### src/rtl/lsu_mem_ctrl.sv
`default_nettype none
// +------------------------------------------------------------------+
// | lsu_mem_ctrl: RV32 load/store initiator with RMW sub-word stores |
// | Rev 1.0                                                          |
// +------------------------------------------------------------------+
module lsu_mem_ctrl #(
  parameter int ADDR_W = 12
) (
  input  logic              clk,
  input  logic              rst_n,
  input  logic              req_valid,
  output logic              req_ready,
  input  logic              req_we,
  input  logic [2:0]        req_funct3,
  input  logic [31:0]       req_addr,
  input  logic [31:0]       req_wdata,
  output logic              resp_valid,
  output logic [31:0]       resp_rdata,
  output logic              resp_err,
  output logic [ADDR_W-1:0] mem_addr,
  output logic              mem_we,
  output logic [31:0]       mem_wd,
  input  logic [31:0]       mem_rd
);

  typedef enum logic [0:0] {
    S_IDLE   = 1'b0,
    S_RMW_WR = 1'b1
  } state_t;

  state_t            r_state;
  logic [ADDR_W-1:0] r_addr;
  logic [31:0]       r_merged;

  logic        w_idle;
  logic        w_accept;
  logic [1:0]  w_off;
  logic        w_illegal;
  logic        w_misalign;
  logic        w_err;
  logic        w_word_store;
  logic        w_sub_store;
  logic [7:0]  w_byte;
  logic [15:0] w_half;
  logic [31:0] w_load;
  logic [31:0] w_merged;

  // Byte-address bits above the memory window are intentionally ignored.
  wire w_unused_addr = &{1'b0, req_addr[31:ADDR_W+2]};

  assign w_idle    = (r_state == S_IDLE);
  assign req_ready = rst_n & w_idle;
  assign w_accept  = req_valid & req_ready;
  assign w_off     = req_addr[1:0];

  assign w_illegal  = (req_funct3 == 3'b011) || (req_funct3 == 3'b110) ||
                      (req_funct3 == 3'b111) || (req_we && req_funct3[2]);
  assign w_misalign = ((req_funct3[1:0] == 2'b01) && req_addr[0]) ||
                      ((req_funct3 == 3'b010) && (w_off != 2'b00));
  assign w_err      = w_illegal | w_misalign;

  assign w_word_store = req_we & (req_funct3 == 3'b010);
  assign w_sub_store  = req_we & ~req_funct3[1];

  always_comb begin
    w_byte = mem_rd[7:0];
    case (w_off)
      2'd0:    w_byte = mem_rd[7:0];
      2'd1:    w_byte = mem_rd[15:8];
      2'd2:    w_byte = mem_rd[23:16];
      default: w_byte = mem_rd[31:24];
    endcase
    w_half = w_off[1] ? mem_rd[31:16] : mem_rd[15:0];
    case (req_funct3)
      3'b000:  w_load = {{24{w_byte[7]}}, w_byte};
      3'b100:  w_load = {24'd0, w_byte};
      3'b001:  w_load = {{16{w_half[15]}}, w_half};
      3'b101:  w_load = {16'd0, w_half};
      default: w_load = mem_rd;
    endcase
  end

  always_comb begin
    w_merged = mem_rd;
    if (req_funct3[0]) begin
      if (w_off[1]) w_merged[31:16] = req_wdata[15:0];
      else          w_merged[15:0]  = req_wdata[15:0];
    end else begin
      case (w_off)
        2'd0:    w_merged[7:0]   = req_wdata[7:0];
        2'd1:    w_merged[15:8]  = req_wdata[7:0];
        2'd2:    w_merged[23:16] = req_wdata[7:0];
        default: w_merged[31:24] = req_wdata[7:0];
      endcase
    end
  end

  // Reset gates the write strobe directly so an in-flight RMW write is dropped.
  assign mem_addr = w_idle ? req_addr[ADDR_W+1:2] : r_addr;
  assign mem_we   = rst_n & (~w_idle | (w_accept & w_word_store & ~w_err));
  assign mem_wd   = mem_we ? (w_idle ? req_wdata : r_merged) : 32'd0;

  always_ff @(posedge clk or negedge rst_n) begin
    if (!rst_n) begin
      r_state    <= S_IDLE;
      r_addr     <= '0;
      r_merged   <= 32'd0;
      resp_valid <= 1'b0;
      resp_rdata <= 32'd0;
      resp_err   <= 1'b0;
    end else begin
      resp_valid <= 1'b0;
      resp_rdata <= 32'd0;
      resp_err   <= 1'b0;
      if (r_state == S_IDLE) begin
        if (w_accept) begin
          if (w_err) begin
            resp_valid <= 1'b1;
            resp_err   <= 1'b1;
          end else if (w_sub_store) begin
            r_addr   <= req_addr[ADDR_W+1:2];
            r_merged <= w_merged;
            r_state  <= S_RMW_WR;
          end else begin
            resp_valid <= 1'b1;
            resp_rdata <= req_we ? 32'd0 : w_load;
          end
        end
      end else begin
        r_state    <= S_IDLE;
        resp_valid <= 1'b1;
      end
    end
  end

endmodule
`default_nettype wire

### config.mk
export PLATFORM = sky130hd
export DESIGN_NAME = lsu_mem_ctrl
export DESIGN_NICKNAME = d
export VERILOG_FILES = /design/src/rtl/lsu_mem_ctrl.sv
export SDC_FILE = /design/constraint.sdc
export NUM_CORES = 1
export LEC_CHECK = 0
export ABC_AREA = 1
export BUFFER_PORTS_ARGS = -buffer_cell sky130_fd_sc_hd__buf_2
export CAP_MARGIN = 25
export CORE_MARGIN = 5
export CORE_UTILIZATION = 55
export CTS_BUF_LIST = sky130_fd_sc_hd__clkbuf_4 sky130_fd_sc_hd__clkbuf_8 sky130_fd_sc_hd__clkbuf_16
export CTS_CLUSTER_SIZE = 30
export DETAILED_ROUTE_END_ITERATION = 7
export PLACE_DENSITY_LB_ADDON = 0.12
export SYNTH_ARGS = -nofsm -noshare
export SYNTH_HDL_FRONTEND = slang
export SYNTH_SLANG_ARGS = --single-unit
export TNS_END_PERCENT = 100
### constraint.sdc
create_clock -name clk -period 3.4 [get_ports clk]
set_clock_uncertainty 0.2 [all_clocks]
set_input_delay 0.68 -clock clk [delete_from_list [all_inputs] [get_ports clk]]
set_output_delay 0.68 -clock clk [all_outputs]
set_load 0.005 [all_outputs]
==> metrics.csv <==
stage,metric,value,unit
place,dpl cell area,6040,um^2
finish,Multi-input gate area,2770,um^2
finish,"most common cell after layout, fill and taps aside",nand2_1,
pwr,Internal Power,0.00169,W
pwr,clock share of power,32.8,%
finish,Filler Cells Inserted,843,
finish,Reg area,1980,um^2
clock_network,"Reg clk slew, reported paths",0.09,ns
global_route,largest net degree at the start of global routing,55,
logic_synthesis,synth unique cells,27,
logic_synthesis,net count after synthesis,878,
clock_network,CTS buffer count,9,
timing,worst slew margin relative to its limit,51.6,%
clock_network,postcts setup bufs,0,
global_route,first-pass GRT wire length,28.0,mm
status,status,"complete, no violations",
routing,DRC,0,
logic_synthesis,warning count from the yosys run,0,
routing,DR iter-0 viols,455,
timing,final setup margin,0.456,ns
clock_network,H-tree depth,3,
timing,max-slew violation count,0,
timing,final setup violation count,0,
logic_synthesis,"flops & latches, synth",79,
global_route,GRT Util Overall,30.9,%
routing,wire per inst,16.6,um
timing,minimum clock period,2.94,ns
clock_network,CTS Sinks,79,
floorplanning,IO Count,183,
routing,vias,5862,
pwr,Net Switching,0.000793,W
place,pre-CTS setup slack,0.490,ns
logic_synthesis,cell area after synthesis,5190,um^2
routing,post-route ant nets,0,
place,detailed placement HPWL,12.7,mm
timing,RSZ-0062 raised after global routing,false,
timing,final hold violation count,0,
clock_network,"Hold-fix buffers, CTS",0,
timing,Max Freq,340,MHz
floorplanning,Die X,107,um
routing,routed wire length,17.4,mm
global_route,busiest grt layer,met2,
timing,final period utilization,86.6,%
setup_path,crit path kind,flip-flop to output port,
finish,Post-Layout Inst Area,6260,um^2
logic_synthesis,post-synthesis average cell area,6.70,um^2
timing,Slew @ Worst Pin,0.726,ns
pwr,register share of total power,45.9,%
place,GP Congestion,0.918,
floorplanning,Initial Utilization,56.2,%
global_route,total gr overflow,0,
clock_network,Clock Path Buffers,2,
setup_path,Worst EP arrival,2.06,ns
clock_network,CTS resizes,0,
finish,nets@finish,1014,
setup_path,CP Launch Type,flip-flop,
timing,Final TNS setup,0,ns
logic_synthesis,sequential fraction of the synthesis area,38.1,%
clock_network,Root Driver,clkbuf_8,
finish,Layout area overhead,20.6,%
routing,drt via density,5.61,
pwr,sw frac,32.0,%
pwr,Max IR drop VDD,0.224,mV
global_route,met1 capacity usage during global routing,42.3,%
finish,share of post-route cells with drive strength above 1,24.2,%
pwr,pwr dens,396,nW/um^2
floorplanning,row cnt,35,
pwr,Pleak,3.47,nW
floorplanning,Die Y,107,um
setup_path,CP required,2.52,ns
setup_path,Worst setup EP type,output port,
finish,"commonest non-fill, non-tap cells in the layout","nand2_1, buf_2, o21ai_0",
floorplanning,DIE AREA,11500,um^2
pwr,combinational power share,21.4,%
global_route,met2 GRT Util,49.0,%
clock_network,CTS tree,yes,
clock_network,clk_lat worst skew,0.35,ns
floorplanning,core footprint,9240,um^2
logic_synthesis,Gate Count Post-Synth,775,
global_route,antenna violations before repair,0,
finish,Inserted Diodes,0,
routing,DRT Pass-1 Iters,6,
place,I/O Buffers,164,
global_route,number of global-route vias before repair,5509,
global_route,grt met3 use,5.30,%
hold_path,worst min path class,input pin to asynchronous set/reset pin,
setup_path,crit-path max FO,33,
flow_run,max-cap violations,0,
-- per-stage QoR --
| step | std cells | total power [W] | hold slack (ns) | util [%] |
|---|---|---|---|---|
| 6_report | 1045 | 0.00248 | 0.136 | 67.7 |
| 2_1_floorplan | 775 | 0.00146 | 0.184 | - |
| 3_3_place_gp | 1029 | 0.00166 | 0.281 | 65.3 |
| 5_1_grt | 1045 | 0.00262 | 0.157 | 67.7 |
| 4_1_cts | 1045 | 0.00248 | 0.144 | 67.7 |
| 3_5_place_dp | 1029 | 0.00168 | 0.287 | 65.3 |
-- worst max-delay path, cell delays in order, from the launching register on --
cell and delay (ns):
dfrtp_2 0.57, inv_1 0.42, nand2_1 0.10, nand2_1 0.07, buf_4 0.32, nor2_1 0.09
buf_2 0.14
-- layout make-up --
cell class / count / share of cell area (%)
clock buffer: 11 / 2.22
clock inverter: 5 / 1.30
inverter: 53 / 3.18
multi-input combinational: 591 / 44.2
sequential: 79 / 31.6
tap: 129 / 2.58
timing repair buffer: 177 / 14.9
-- final timing paths --
kind | endpoint | startpoint | depth (start not counted) | slack [ns]
worst max register to register | r_merged[21]$_DFFE_PN0P_ | r_state$_DFF_PN0_ | 7 | 1.19
min in group clk | r_addr[7]$_DFFE_PN0P_ | r_addr[7]$_DFFE_PN0P_ | 2 | 0.30
worst min register to register | r_addr[7]$_DFFE_PN0P_ | r_addr[7]$_DFFE_PN0P_ | 2 | 0.30
worst max-delay path | mem_wd[0] | r_state$_DFF_PN0_ | 6 | 0.46
worst min-delay path | r_addr[0]$_DFFE_PN0P_ | rst_n | 2 | 0.14
max in group asynchronous | resp_rdata[4]$_DFF_PN0_ | rst_n | 3 | 1.81
-- cells in the mapped netlist --
cell type	count	share of area, %
nor2_2	11	1.3
nand2_1	225	16
o21ai_1	6	0.58
nor2_8	1	0.39
nor2_1	90	6.5
inv_1	47	3.4
nand2_2	4	0.48
mux2i_1	16	3.1
nand4_1	1	0.12
clkbuf_1	32	2.3
nand2_4	2	0.43
clkinv_1	1	0.072
dfrtp_1	79	38
nand3_2	1	0.19
buf_2	13	1.3
a21oi_1	60	5.8
buf_4	2	0.29
nand3_4	2	0.67
nand3_1	19	1.8
nor2_4	2	0.43
a21boi_0	6	0.87
o21ai_0	137	13
o22ai_1	2	0.24
buf_1	1	0.072
inv_2	5	0.36
buf_6	4	0.87
o211ai_1	6	0.87
-- flip-flops by register name, summed over array words and instances (netlist names) --
name / cells
r_addr: 12
r_merged: 32
r_state: 1
resp_err: 1
resp_rdata: 32
resp_valid: 1
-- logic make-up after synthesis --
kind of cell	Yosys count	synth area share, %
buffers and inverters	105	8.63
AOI/OAI and AO/OA	217	21.5
muxes	16	3.09
DFF	79	38.1
and+or+nand+nor	358	28.7
-- routing by layer --
layer  vias to the layer above  routed length [um]
li1                       2774                   -
met3                        52                1400
met1                      2744                7200
met4                         0                 624
met2                       292                8170
met5                         -                   0
-- power groups by stage --
stage	clock [W]	sequential [W]	combinational, W
5_1_grt	0.000860	0.00115	0.000607
6_report	0.000813	0.00114	0.000530
4_1_cts	0.000815	0.00114	0.000526
2_1_floorplan	0	0.00113	0.000327
3_3_place_gp	0	0.00115	0.000509
3_5_place_dp	0	0.00116	0.000524
Power figures use the tool's default switching activity.
